`src/rtl/mips_pkg.sv`:
```
`default_nettype none
// ============================================================================
//  Module      : mips_pkg
//  Description : Shared encodings for the MIPS control unit: opcode and
//                funct values, ALUControl codes, FSM state encoding and the
//                raw decode bundle produced by mips_main_dec.
//  Revision    : 1.0  initial release
// ============================================================================
package mips_pkg;

    // Primary opcodes (Instr[31:26])
    localparam logic [5:0] OP_RTYPE = 6'b000000;
    localparam logic [5:0] OP_LW    = 6'b100011;
    localparam logic [5:0] OP_SW    = 6'b101011;
    localparam logic [5:0] OP_BEQ   = 6'b000100;
    localparam logic [5:0] OP_BNE   = 6'b000101;
    localparam logic [5:0] OP_ADDI  = 6'b001000;
    localparam logic [5:0] OP_J     = 6'b000010;
    localparam logic [5:0] OP_JAL   = 6'b000011;

    // R-type function codes (Instr[5:0])
    localparam logic [5:0] F_ADD = 6'b100000;
    localparam logic [5:0] F_SUB = 6'b100010;
    localparam logic [5:0] F_AND = 6'b100100;
    localparam logic [5:0] F_OR  = 6'b100101;
    localparam logic [5:0] F_SLT = 6'b101010;
    localparam logic [5:0] F_NOR = 6'b100111;
    localparam logic [5:0] F_SLL = 6'b000000;
    localparam logic [5:0] F_SRL = 6'b000010;
    localparam logic [5:0] F_JR  = 6'b001000;

    // ALUControl encodings
    localparam logic [3:0] ALU_AND = 4'b0000;
    localparam logic [3:0] ALU_OR  = 4'b0001;
    localparam logic [3:0] ALU_ADD = 4'b0010;
    localparam logic [3:0] ALU_SUB = 4'b0110;
    localparam logic [3:0] ALU_SLT = 4'b0111;
    localparam logic [3:0] ALU_NOR = 4'b1100;
    localparam logic [3:0] ALU_SLL = 4'b1000;
    localparam logic [3:0] ALU_SRL = 4'b1001;

    // Control FSM states
    typedef enum logic [1:0] {
        S_RUN = 2'b00,
        S_MEM = 2'b01,
        S_ERR = 2'b10
    } state_e;

    // Raw (ungated) decode of one instruction word
    typedef struct packed {
        logic       reg_dst;
        logic       reg_write;
        logic       alu_src;
        logic       jump;
        logic       jal;
        logic       jr;
        logic       mem_to_reg;
        logic       branch_eq;
        logic       branch_ne;
        logic       mem_write;
        logic       is_mem;
        logic       illegal;
        logic [3:0] alu_ctl;
    } dec_t;

endpackage
`default_nettype wire

```
`src/rtl/mips_main_dec.sv`:
```
`default_nettype none
// ============================================================================
//  Module      : mips_main_dec
//  Description : Purely combinational instruction decoder. Produces the raw
//                datapath strobes for Instr; sequencing and gating are done
//                by the caller.
//  Ports       : instr_i  32-bit instruction word
//                dec_o    decoded strobe bundle (dec_t)
//  Revision    : 1.0  initial release
// ============================================================================
module mips_main_dec
    import mips_pkg::*;
(
    input  logic [31:0] instr_i,
    output dec_t        dec_o
);

    logic [5:0] w_op;
    logic [5:0] w_funct;
    logic       w_unused_fields;

    assign w_op    = instr_i[31:26];
    assign w_funct = instr_i[5:0];
    // Register/immediate fields are consumed by the datapath, not here.
    assign w_unused_fields = ^instr_i[25:6];

    always_comb begin
        dec_o = '0;
        case (w_op)
            OP_RTYPE: begin
                dec_o.reg_dst   = 1'b1;
                dec_o.reg_write = 1'b1;
                case (w_funct)
                    F_ADD: dec_o.alu_ctl = ALU_ADD;
                    F_SUB: dec_o.alu_ctl = ALU_SUB;
                    F_AND: dec_o.alu_ctl = ALU_AND;
                    F_OR:  dec_o.alu_ctl = ALU_OR;
                    F_SLT: dec_o.alu_ctl = ALU_SLT;
                    F_NOR: dec_o.alu_ctl = ALU_NOR;
                    F_SLL: dec_o.alu_ctl = ALU_SLL;
                    F_SRL: dec_o.alu_ctl = ALU_SRL;
                    F_JR: begin
                        dec_o.reg_dst   = 1'b0;
                        dec_o.reg_write = 1'b0;
                        dec_o.jr        = 1'b1;
                    end
                    default: begin
                        dec_o.reg_dst   = 1'b0;
                        dec_o.reg_write = 1'b0;
                        dec_o.illegal   = 1'b1;
                    end
                endcase
            end
            OP_LW: begin
                dec_o.alu_src    = 1'b1;
                dec_o.reg_write  = 1'b1;   // only honoured on the ack cycle
                dec_o.mem_to_reg = 1'b1;
                dec_o.is_mem     = 1'b1;
                dec_o.alu_ctl    = ALU_ADD;
            end
            OP_SW: begin
                dec_o.alu_src   = 1'b1;
                dec_o.mem_write = 1'b1;
                dec_o.is_mem    = 1'b1;
                dec_o.alu_ctl   = ALU_ADD;
            end
            OP_BEQ: begin
                dec_o.branch_eq = 1'b1;
                dec_o.alu_ctl   = ALU_SUB;
            end
            OP_BNE: begin
                dec_o.branch_ne = 1'b1;
                dec_o.alu_ctl   = ALU_SUB;
            end
            OP_ADDI: begin
                dec_o.alu_src   = 1'b1;
                dec_o.reg_write = 1'b1;
                dec_o.alu_ctl   = ALU_ADD;
            end
            OP_J: begin
                dec_o.jump = 1'b1;
            end
            OP_JAL: begin
                dec_o.jal       = 1'b1;
                dec_o.reg_write = 1'b1;
            end
            default: begin
                dec_o.illegal = 1'b1;
            end
        endcase
    end

endmodule
`default_nettype wire

```
`src/rtl/mips_mem_ctrl.sv`:
```
`default_nettype none
// ============================================================================
//  Module      : mips_mem_ctrl
//  Description : Control unit for the single-cycle MIPS datapath. Decodes
//                Instr into datapath strobes, sequences loads/stores against
//                a req/ack data memory while holding the PC via PCEn, flags
//                memory timeouts (sticky) and counts retired instructions.
//  Ports       : clk, reset (async, active-low), Instr, ZeroFlag, MemAck
//                -> RegDst, RegWrite, ALUSrc, Jump, JAL, JR, MemtoReg,
//                   PCSrc, ALUControl, MemWrite, MemReq, PCEn, Illegal,
//                   MemErr, RetireCnt
//  Revision    : 1.0  initial release
// ============================================================================
module mips_mem_ctrl
    import mips_pkg::*;
#(
    parameter int TIMEOUT = 16,
    parameter int CNT_W   = 32
) (
    input  logic             clk,
    input  logic             reset,
    input  logic [31:0]      Instr,
    input  logic             ZeroFlag,
    input  logic             MemAck,
    output logic             RegDst,
    output logic             RegWrite,
    output logic             ALUSrc,
    output logic             Jump,
    output logic             JAL,
    output logic             JR,
    output logic             MemtoReg,
    output logic             PCSrc,
    output logic [3:0]       ALUControl,
    output logic             MemWrite,
    output logic             MemReq,
    output logic             PCEn,
    output logic             Illegal,
    output logic             MemErr,
    output logic [CNT_W-1:0] RetireCnt
);

    localparam int TW = $clog2(TIMEOUT + 1);
    // Last counter value at which a missing ack still moves to S_ERR on
    // the same edge: the counter would then reach TIMEOUT-1.
    localparam int TO_LAST = (TIMEOUT >= 2) ? (TIMEOUT - 2) : 0;

    dec_t              w_dec;
    state_e            state_q, state_d;
    logic [TW-1:0]     tcnt_q, tcnt_d;
    logic              err_q, err_d;
    logic [CNT_W-1:0]  retire_q;
    logic              w_timeout;

    mips_main_dec u_dec (
        .instr_i (Instr),
        .dec_o   (w_dec)
    );

    assign w_timeout = (tcnt_q >= TW'(TO_LAST));

    always_comb begin
        state_d    = state_q;
        tcnt_d     = tcnt_q;
        err_d      = err_q;
        RegDst     = w_dec.reg_dst;
        ALUSrc     = w_dec.alu_src;
        ALUControl = w_dec.alu_ctl;
        MemtoReg   = w_dec.mem_to_reg;
        RegWrite   = 1'b0;
        Jump       = 1'b0;
        JAL        = 1'b0;
        JR         = 1'b0;
        PCSrc      = 1'b0;
        MemWrite   = 1'b0;
        MemReq     = 1'b0;
        PCEn       = 1'b0;

        case (state_q)
            S_RUN: begin
                if (w_dec.is_mem) begin
                    // Launch the access; MemAck is not looked at here.
                    MemReq   = 1'b1;
                    MemWrite = w_dec.mem_write;
                    tcnt_d   = '0;
                    state_d  = S_MEM;
                end else begin
                    RegWrite = w_dec.reg_write;
                    Jump     = w_dec.jump;
                    JAL      = w_dec.jal;
                    JR       = w_dec.jr;
                    PCSrc    = (w_dec.branch_eq & ZeroFlag) |
                               (w_dec.branch_ne & ~ZeroFlag);
                    PCEn     = 1'b1;
                end
            end
            S_MEM: begin
                MemReq   = 1'b1;
                MemWrite = w_dec.mem_write;
                if (MemAck) begin
                    RegWrite = w_dec.reg_write;   // set for lw, clear for sw
                    PCEn     = 1'b1;
                    state_d  = S_RUN;
                end else begin
                    tcnt_d = tcnt_q + TW'(1);
                    if (w_timeout) begin
                        state_d = S_ERR;
                        err_d   = 1'b1;
                    end
                end
            end
            S_ERR: begin
                // Terminal until reset; all enables stay low.
            end
            default: begin
                state_d = S_RUN;
            end
        endcase

        // Reset gates the enables combinationally so MemReq drops at once.
        if (!reset) begin
            RegWrite = 1'b0;
            MemWrite = 1'b0;
            MemReq   = 1'b0;
            PCEn     = 1'b0;
        end
    end

    always_ff @(posedge clk or negedge reset) begin
        if (!reset) begin
            state_q  <= S_RUN;
            tcnt_q   <= '0;
            err_q    <= 1'b0;
            retire_q <= '0;
        end else begin
            state_q <= state_d;
            tcnt_q  <= tcnt_d;
            err_q   <= err_d;
            if (PCEn) begin
                retire_q <= retire_q + CNT_W'(1);
            end
        end
    end

    assign Illegal   = w_dec.illegal;
    assign MemErr    = err_q;
    assign RetireCnt = retire_q;

endmodule
`default_nettype wire

```
`config.mk`:
```
export PLATFORM = sky130hd
export DESIGN_NAME = mips_mem_ctrl
export DESIGN_NICKNAME = d
export VERILOG_FILES = /design/src/rtl/mips_pkg.sv /design/src/rtl/mips_main_dec.sv /design/src/rtl/mips_mem_ctrl.sv
export SDC_FILE = /design/constraint.sdc
export NUM_CORES = 1
export LEC_CHECK = 0
export BUFFER_PORTS_ARGS = -buffer_cell sky130_fd_sc_hd__buf_2
export CAP_MARGIN = 20
export CORE_ASPECT_RATIO = 0.75
export CORE_MARGIN = 2
export CORE_UTILIZATION = 54
export CTS_BUF_LIST = sky130_fd_sc_hd__clkbuf_16
export DETAILED_ROUTE_END_ITERATION = 10
export PLACE_DENSITY = 0.86
export SLEW_MARGIN = 20
export SYNTH_ARGS = -nofsm -noshare
export SYNTH_HDL_FRONTEND = slang
export SYNTH_HIERARCHICAL = 1
export SYNTH_SLANG_ARGS = --single-unit
```
`constraint.sdc`:
```
create_clock -name clk -period 4.99 [get_ports clk]
set_clock_uncertainty 0.1 [all_clocks]
set_input_delay 0.998 -clock clk [delete_from_list [all_inputs] [get_ports clk]]
set_output_delay 0.998 -clock clk [all_outputs]
set_load 0.005 [all_outputs]
```
==> run metrics <==
startpoint types=input port; largest area contributor in the netlist=dfrtp_1; Max Slew Vio Count=0; Peak VDD IR=0.2092 mV; crit path max-delay cell type=nor3_1; antenna violations before repair=0; Tcrit/Tclk final=0.7523; DIE HEIGHT=61.83 µm; ANT nets after route=0; Crit Path Max Fanout=14; ant diodes=0; yosys warns=6; register area share after synthesis=0.4158; Initial Util=0.5795; DRC violation total after the first TritonRoute iteration=150; EDFF count, synth=0; syn nets=292; # IOs=85; Hold Path Depth=1; crit path buf inv count=2; fraction of synthesized cell area taken by the top area cell type=0.4158; Die ar.=5014 µm²; total global-route track usage=0.2168; status=finished, final reports clean; Overflow after GRT=0; Reg2Reg Depth=5; Max-Slew Margin vs Limit=0.6435; Core ar.=4154 µm²; drt first pass iters=4; number of port buffers=64; CTS Buf Count=5; Routed WL=5108 µm; final setup fails=0; crit-path most repeated cell=buf_2; deepest clock path buffer count=2; fraction of layout cells with a size suffix above 1=0.2952; fin cells=370; Max Cap Viol=0; CP peak stage delay=0.40 ns; routed vias/inst=5.449; Die Wd=81.10 µm; Distinct cells, synth=48; share of flip-flops with an asynchronous set or reset=1.000; final net count=353; CP delay by family, top=simple AND/OR/NAND/NOR gates; Cells after Synth=253; worst min path class=reg2reg; Worst R2R Start=state_q[1]; leakage=1.419 nW; commonest non-fill, non-tap cell in the layout=buf_2; Critical Path End Type=output port; DRC viols=0; Worst Tran Pin Value=0.5319 ns; Worst R2R Setup Slack=2.85 ns; Setup CP Type=in2out; setup_tns=0 ns; clock slew at reported path FFs=0.06 ns; Syn-to-layout area delta=20.79%; RSZ-0062 raised after global routing=no; predominant post-synthesis flop cell=dfrtp_1; Period minus WS final=3.754 ns; HPWL Detailed=3734 µm; root buf cell=clkbuf_16; synthesized cell area=2407 µm²; TritonCTS clock tree=yes; largest net degree at the start of global routing=41; FF+latch count, synth=40; Clock Latency Late Sink=0.28 ns; Fin. Hold Viols=0; gpl congestion=0.8147; Row Count=20; WL/cell=13.81 µm; detailed-route via count=2016; Critical Path RT=3.89 ns; post-CTS sizing=0; Clock Sinks=40; Crit path arrival time=2.66 ns; leading cell types in the layout, fill and taps excluded=buf_2 (64), dfrtp_1 (40), nor2_1 (27); Critical R2R Capture=RetireCnt[24]; Mean Syn Cell Area=9.515 µm²; first-pass GRT wire length=8300 µm; Hold Startpoint=RetireCnt[31]; post-CTS setup buffer count=0; largest cells by area after synthesis=dfrtp_1 (42%), xor2_1 (6.9%), xnor2_1 (5.8%); H-tree levels=2; Fmax=0.2664 GHz; pwr dens=276.5 nW/µm²; WHS Endpoint=RetireCnt[31]; CTS Hold Bufs=0; placed cells=362; CP cell instances=buf_2, nand3_1, nor3_1, nor2b_1, nor3_2, and2_1, buf_2; vias in the first global route=1820
==> cell type report <==
type,instances,area (µm²)
Fill cell,314,1246
Timing Repair Buffer,65,327.8
Inverter,10,37.54
Clock inverter,3,42.54
Tap cell,55,68.82
Sequential cell,40,1001
Multi-Input combinational cell,192,1305
Clock buffer,5,125.1
==> power breakdown <==
| group | leakage [nW] | internal, mW | switching (mW) |
|---|---|---|---|
| clock network | 0.0814 | 0.235 | 0.126 |
| logic | 0.819 | 0.0379 | 0.0492 |
| registers | 0.519 | 0.337 | 0.0191 |
| total | 1.42 | 0.610 | 0.194 |
==> cells in the mapped netlist, types with 2 or more instances <==
cell,n
clkbuf_1,3
nor4_4,4
o22ai_1,3
buf_6,2
nand2b_1,7
ha_1,3
nor3_2,6
nor3_1,11
o21ai_0,8
buf_2,6
nor2_1,27
and2_1,7
nor4_1,2
or4_4,2
nand4_1,11
nor3b_1,2
xor2_1,19
a31oi_1,2
nand3_1,8
dfrtp_1,40
inv_1,10
nor2b_1,3
nand2_1,26
xnor2_1,16
o211ai_1,2
==> state kept, by name, indices dropped and copies added, names as in the netlist <==
| signal | count |
|---|---|
| RetireCnt | 32 |
| tcnt_q | 5 |
| state_q | 2 |
| MemErr | 1 |
==> how the worst max path moves through the flow <==
stage | startpoint | to | cells past startpoint
final | Instr[27] | RegWrite | 7
after global routing | Instr[27] | RegWrite | 7
after CTS | Instr[27] | RegWrite | 7
after detailed placement | Instr[27] | RegWrite | 7
after global placement | Instr[27] | RegWrite | 7
after floorplan | Instr[27] | RegWrite | 6
==> logic make-up (layout without fill, tap and decap cells) <==
family,count (synthesis),in the layout,synth area share
buffers and inverters,21,83,0.04210
adder cells (fa/ha/maj),3,3,0.01559
XOR/XNOR,35,35,0.1273
AO/OA/AOI/OAI,24,24,0.06549
AND/OR/NAND/NOR,128,128,0.3248
flip-flops,40,40,0.4158
multiplexers,2,2,0.008836
==> worst reg2reg max path: cells and delay by family (launching register included) <==
kind | cells | cell delay (ns)
simple gates | 4 | 1.37
xor+xnor | 1 | 0.18
flops | 1 | 0.42
==> through the flow <==
stage	area [µm²]	setup slack, ns	util	power (mW)	hold slack (ns)
finish	2908	1.236	0.7000	0.8041	0.3600
global route	2908	1.055	0.7000	0.8391	0.3969
CTS	2908	1.248	0.7000	0.8091	0.3684
detailed placement	2740	1.253	0.6596	0.4494	0.3565
global placement	2740	1.270	0.6596	0.4462	0.3509
floorplan	2407	1.550	-	0.4129	0.3590
==> layer usage <==
metal,wire (µm),track usage
met1,2289,0.2765
met2,2458,0.3754
met3,292,0.04624
met4,68,0.07264
met5,0,0
Power figures use the tool's default switching activity.
